File: src/rtl/sram_bus_arbiter_if.sv
// SRAM-like bus bundle: req/addr_ok accepts a request, data_ok returns its response.
// The master side issues requests; the slave side accepts them and returns rdata.
interface sram_bus_arbiter_if;
   logic        req;
   logic        wr;
   logic [1:0]  size;
   logic [31:0] addr;
   logic [31:0] wdata;
   logic [31:0] rdata;
   logic        addr_ok;
   logic        data_ok;

   modport master (
      output req, wr, size, addr, wdata,
      input  rdata, addr_ok, data_ok
   );

   modport slave (
      input  req, wr, size, addr, wdata,
      output rdata, addr_ok, data_ok
   );
endinterface

File: src/rtl/sram_bus_arbiter.sv
// Two-to-one SRAM-bus arbiter: instruction fetch and MEM-stage data share one master port,
// one transaction outstanding, data preferred with bounded starvation of instruction fetch.
module sram_bus_arbiter #(
   parameter int unsigned STARVE_LIMIT = 4
) (
   input  logic              clk,
   input  logic              rst,
   sram_bus_arbiter_if.slave  inst,
   sram_bus_arbiter_if.slave  data,
   sram_bus_arbiter_if.master m,
   output logic              busy
);

   typedef enum logic [1:0] {
      IDLE,
      REQ,
      RESP
   } state_t;

   localparam logic [3:0] LIMIT = 4'(STARVE_LIMIT);

   state_t     state_q, state_d;
   logic       owner_q, owner_d;   // 0: inst, 1: data
   logic [3:0] starve_q, starve_d;
   logic       own_req;

   always_ff @(posedge clk) begin
      if (!rst) begin
         state_q  <= IDLE;
         owner_q  <= 1'b0;
         starve_q <= '0;
      end else begin
         state_q  <= state_d;
         owner_q  <= owner_d;
         starve_q <= starve_d;
      end
   end

   assign inst.rdata = m.rdata;
   assign data.rdata = m.rdata;

   always_comb begin
      state_d      = state_q;
      owner_d      = owner_q;
      starve_d     = starve_q;
      m.req        = 1'b0;
      m.wr         = 1'b0;
      m.size       = '0;
      m.addr       = '0;
      m.wdata      = '0;
      inst.addr_ok = 1'b0;
      inst.data_ok = 1'b0;
      data.addr_ok = 1'b0;
      data.data_ok = 1'b0;
      busy         = (state_q != IDLE);
      own_req      = owner_q ? data.req : inst.req;

      case (state_q)
         IDLE: begin
            // inst is forced through once data has won LIMIT times in a row while it waited
            if (data.req && !(inst.req && starve_q == LIMIT)) begin
               owner_d = 1'b1;
               state_d = REQ;
               if (inst.req)
                  starve_d = (starve_q >= LIMIT) ? LIMIT : starve_q + 4'd1;
               else
                  starve_d = '0;
            end else if (inst.req) begin
               owner_d  = 1'b0;
               state_d  = REQ;
               starve_d = '0;
            end
         end

         REQ: begin
            m.req   = own_req;
            m.wr    = owner_q ? data.wr    : inst.wr;
            m.size  = owner_q ? data.size  : inst.size;
            m.addr  = owner_q ? data.addr  : inst.addr;
            m.wdata = owner_q ? data.wdata : inst.wdata;
            if (!own_req) begin
               state_d = IDLE;
            end else if (m.addr_ok) begin
               inst.addr_ok = !owner_q;
               data.addr_ok = owner_q;
               state_d      = RESP;
            end
         end

         RESP: begin
            if (m.data_ok) begin
               inst.data_ok = !owner_q;
               data.data_ok = owner_q;
               state_d      = IDLE;
            end
         end

         default: state_d = IDLE;
      endcase
   end

endmodule
File: src/flat_wrapper.sv
// flat-port wrapper written by rule: the top's interface ports become plain ports
module sram_bus_arbiter_flat 
#(
   parameter int unsigned STARVE_LIMIT = 4
)
  (clk, rst, busy, inst_req, inst_wr, inst_size, inst_addr, inst_wdata, inst_rdata, inst_addr_ok, inst_data_ok, data_req, data_wr, data_size, data_addr, data_wdata, data_rdata, data_addr_ok, data_data_ok, m_req, m_wr, m_size, m_addr, m_wdata, m_rdata, m_addr_ok, m_data_ok);
  sram_bus_arbiter_if inst_i ();
  sram_bus_arbiter_if data_i ();
  sram_bus_arbiter_if m_i ();
  input  logic clk;
  input  logic rst;
  output logic busy;
  input wire logic [$bits(inst_i.req)-1:0] inst_req;
  input wire logic [$bits(inst_i.wr)-1:0] inst_wr;
  input wire logic [$bits(inst_i.size)-1:0] inst_size;
  input wire logic [$bits(inst_i.addr)-1:0] inst_addr;
  input wire logic [$bits(inst_i.wdata)-1:0] inst_wdata;
  output wire logic [$bits(inst_i.rdata)-1:0] inst_rdata;
  output wire logic [$bits(inst_i.addr_ok)-1:0] inst_addr_ok;
  output wire logic [$bits(inst_i.data_ok)-1:0] inst_data_ok;
  input wire logic [$bits(data_i.req)-1:0] data_req;
  input wire logic [$bits(data_i.wr)-1:0] data_wr;
  input wire logic [$bits(data_i.size)-1:0] data_size;
  input wire logic [$bits(data_i.addr)-1:0] data_addr;
  input wire logic [$bits(data_i.wdata)-1:0] data_wdata;
  output wire logic [$bits(data_i.rdata)-1:0] data_rdata;
  output wire logic [$bits(data_i.addr_ok)-1:0] data_addr_ok;
  output wire logic [$bits(data_i.data_ok)-1:0] data_data_ok;
  output wire logic [$bits(m_i.req)-1:0] m_req;
  output wire logic [$bits(m_i.wr)-1:0] m_wr;
  output wire logic [$bits(m_i.size)-1:0] m_size;
  output wire logic [$bits(m_i.addr)-1:0] m_addr;
  output wire logic [$bits(m_i.wdata)-1:0] m_wdata;
  input wire logic [$bits(m_i.rdata)-1:0] m_rdata;
  input wire logic [$bits(m_i.addr_ok)-1:0] m_addr_ok;
  input wire logic [$bits(m_i.data_ok)-1:0] m_data_ok;
  assign inst_i.req = inst_req;
  assign inst_i.wr = inst_wr;
  assign inst_i.size = inst_size;
  assign inst_i.addr = inst_addr;
  assign inst_i.wdata = inst_wdata;
  assign inst_rdata = inst_i.rdata;
  assign inst_addr_ok = inst_i.addr_ok;
  assign inst_data_ok = inst_i.data_ok;
  assign data_i.req = data_req;
  assign data_i.wr = data_wr;
  assign data_i.size = data_size;
  assign data_i.addr = data_addr;
  assign data_i.wdata = data_wdata;
  assign data_rdata = data_i.rdata;
  assign data_addr_ok = data_i.addr_ok;
  assign data_data_ok = data_i.data_ok;
  assign m_req = m_i.req;
  assign m_wr = m_i.wr;
  assign m_size = m_i.size;
  assign m_addr = m_i.addr;
  assign m_wdata = m_i.wdata;
  assign m_i.rdata = m_rdata;
  assign m_i.addr_ok = m_addr_ok;
  assign m_i.data_ok = m_data_ok;
  sram_bus_arbiter #(.STARVE_LIMIT(STARVE_LIMIT)) u_core (.clk(clk), .rst(rst), .inst(inst_i), .data(data_i), .m(m_i), .busy(busy));
endmodule
File: config.mk
export PLATFORM = sky130hd
export DESIGN_NAME = sram_bus_arbiter_flat
export DESIGN_NICKNAME = d
export VERILOG_FILES = /design/src/rtl/sram_bus_arbiter_if.sv /design/src/rtl/sram_bus_arbiter.sv /design/src/flat_wrapper.sv
export SDC_FILE = /design/constraint.sdc
export NUM_CORES = 1
export LEC_CHECK = 0
export ABC_AREA = 0
export CORE_AREA = 5 5 118 120
export DETAILED_ROUTE_END_ITERATION = 10
export DIE_AREA = 0 0 123 125
export MAX_ROUTING_LAYER = met4
export PLACE_DENSITY = 0.61
export REMOVE_ABC_BUFFERS = 1
export SLEW_MARGIN = 20
export SYNTH_ARGS = -nofsm -noshare
export SYNTH_HDL_FRONTEND = slang
export SYNTH_SLANG_ARGS = --single-unit
File: constraint.sdc
create_clock -name clk -period 1.6 [get_ports clk]
set_input_delay 0.4 -clock clk [delete_from_list [all_inputs] [get_ports clk]]
set_output_delay 0.4 -clock clk [all_outputs]
set_load 0.005 [all_outputs]
==> run summary <==
num ports - 309
Setup Viol. Count Final - 72
First-pass DRT Iterations - 4
critical path required time - 1.20 ns
VDD IR-drop max - 243.3 uV
worst skew pair latency - 0.24 ns
period utilization - 116.5%
RSZ-0062 raised after global routing - yes
met3 Usage GRT - 12.42%
setup TNS - -10.58 ns
hold_buf cts - 0
CTS H-Tree Depth - 1
Rows - 42
initial cell density of the core - 14.75%
largest net degree at the start of global routing - 18
clk_skew - 0.001220 ns
dpl ws - -0.4891 ns
clk buf depth - 2
initial drt markers - 64
Design Power - 2214 uW
met1 Usage GRT - 16.52%
failing checks - negative setup slack
Core Util, Final - 36.29%
Layout area overhead - 146.0%
CTS sink count - 7
Hold Path Class - reg -> reg
WL final - 13.34 mm
Final Hold Fails - 0
layout cell share with drive strength beyond 1 - 40.51%
die height - 125 um
DRC - 0
part of the Yosys area used for sequential elements - 7.378%
power per standard cell area - 473.9 nW/um^2
syn_area_per_cell - 7.277 um^2
Synth Register Bits - 7
Avg WL per Cell - 20.52 um
fin. max-slew vios - 0
die width - 123 um
Root Driver - clkbuf_16
clock-pin slew on the worst setup and hold paths - 0.04 ns
vias in the first global route - 2698
DP HPWL - 9.294 mm
highest clock rate - 0.5363 GHz
TritonCTS clock tree - done
Final Worst Setup Slack - -0.2647 ns
min Tclk post-route - 1.865 ns
Mapped Area - 1899 um^2
worst hold slack - 0.4553 ns
number of buffers added on ports - 212
maximum fanout along the worst path - 6
Critical Path End Type - primary output
Worst-Margin Slew - 0.3571 ns
max cap viols - 0
TritonCTS buffer count - 3
top cell type's share of synthesized area - 36.36%
cell type with the largest total area after synthesis - mux2i_1
initial antenna violation count - 0
Final #Nets - 649
Synth area leaders - mux2i_1, buf_4, nor2_1, dfxtp_1, buf_2
status - complete, but fails checks
GRT overflow - 0
post-route ant nets - 0
normalized max-slew margin - 76.14%
Cells after Synth - 261
Vias per Instance - 4.055
diode count - 0
M2 GR Usage - 24.90%
synth warn - 0
critical path class - reg -> out
gpl congestion - 0.8017
WP data arrival - 1.46 ns
CP startpoint kind - flip-flop
DR vias - 2636
Die ar. - 15380 um^2
count of cell types in the netlist - 24
gr busiest metal - met2
first-pass GRT wire length - 17.71 mm
total track usage - 15.92%
LEAKAGE - 0.002074 uW
core area - 12870 um^2
-- sequential cells by signal (all words and copies together), names as in the netlist --
name,flops
u_core.state_q,2
u_core.starve_q,4
u_core.owner_q,1
-- through the flow --
stage	cells	area [um^2]
floorplan	181	1305
global placement	586	3831
detailed placement	586	3831
CTS	636	4369
global route	650	4672
finish	650	4672
-- synthesized netlist by cell type --
cell and n:
nor2_1 74, buf_4 70, mux2i_1 69, buf_2 7
dfxtp_1 7, inv_1 6, buf_6 3, nand2_1 3
ha_1 2, nand3b_1 2, nor3_1 2, nor3b_1 2
o21a_1 2, o22ai_1 2, a21boi_0 1, a21oi_1 1
a31oi_1 1, and3_1 1, and3b_1 1, nand2b_1 1
nand3_1 1, o211a_1 1, o21ai_2 1, or2_2 1
-- cell usage in the layout (no fill, tap or decap), drive strengths merged --
| cell type | netlist | layout |
|---|---|---|
| a31oi | 1 | 1 |
| nand3 | 1 | 1 |
| nor3 | 2 | 2 |
| nor2 | 74 | 74 |
| mux2i | 69 | 69 |
| o21a | 2 | 2 |
| clkdlybuf4s50 | 0 | 135 |
| dlygate4sd2 | 0 | 3 |
| a21boi | 1 | 1 |
| buf | 80 | 149 |
| o22ai | 2 | 2 |
| nand3b | 2 | 2 |
| inv | 6 | 6 |
| nand2 | 3 | 3 |
| dfxtp | 7 | 7 |
| or2 | 1 | 1 |
| a21oi | 1 | 1 |
| ha | 2 | 2 |
| clkbuf | 0 | 4 |
| o21ai | 1 | 1 |
| dlymetal6s2s | 0 | 2 |
| nor3b | 2 | 2 |
| and3 | 1 | 1 |
| and3b | 1 | 1 |
| o211a | 1 | 1 |
| nand2b | 1 | 1 |
-- repair_timing --
item / 4_1_cts / 5_1_grt
setup buffers: 36 / 22
pin swaps: 13 / 26
gates cloned: 11 / 0
setup endpoints to repair: 73 / 73
gates resized for setup: 343 / 68
-- metal layers --
metal / up-vias / part of all wire [%]
li1: 1227 / -
met1: 1184 / 35
met2: 220 / 46
met3: 5 / 19
met4: 0 / 0.33
met5: - / 0
-- path summary, 6_finish.rpt --
path                            from                 end  slack (ns)  depth (start not counted)
setup / recovery      u_core.owner_q           m_addr[3]       -0.26                          7
hold / removal    u_core.starve_q[3]  u_core.starve_q[3]        0.46                          2
setup reg to reg      u_core.owner_q   u_core.state_q[0]        0.05                          8
hold reg to reg   u_core.starve_q[3]  u_core.starve_q[3]        0.46                          2
-- worst max-delay path: stages, from the launching register on --
cell and delay, ns:
dfxtp_4 0.35, buf_12 0.13, buf_4 0.13, buf_8 0.13
buf_6 0.11, mux2i_2 0.14, nor2_2 0.11, buf_2 0.13
-- report_power, final --
group / total (uW) / internal, uW / switching (uW)
logic: 1580 / 1020 / 559
clock network: 441 / 333 / 108
registers: 192 / 184 / 8.25
-- kinds of logic after synthesis --
family | count (synthesis) | synth area share, %
multiplexers | 69 | 36.36
AND/OR/NAND/NOR | 88 | 19.04
AO/OA/AOI/OAI | 9 | 3.425
flip-flops | 7 | 7.378
adder cells (fa/ha/maj) | 2 | 1.317
buffers and inverters | 86 | 32.48
-- final cells by class --
| class | count | area, um^2 |
|---|---|---|
| clock buffer | 4 | 78.83 |
| fill | 1307 | 8203 |
| inverter | 6 | 22.52 |
| multi-input combinational | 168 | 1349 |
| sequential | 7 | 146.4 |
| tap | 176 | 220.2 |
| timing repair buffer | 289 | 2855 |
Note: power is estimated with default switching activity, not from simulation.
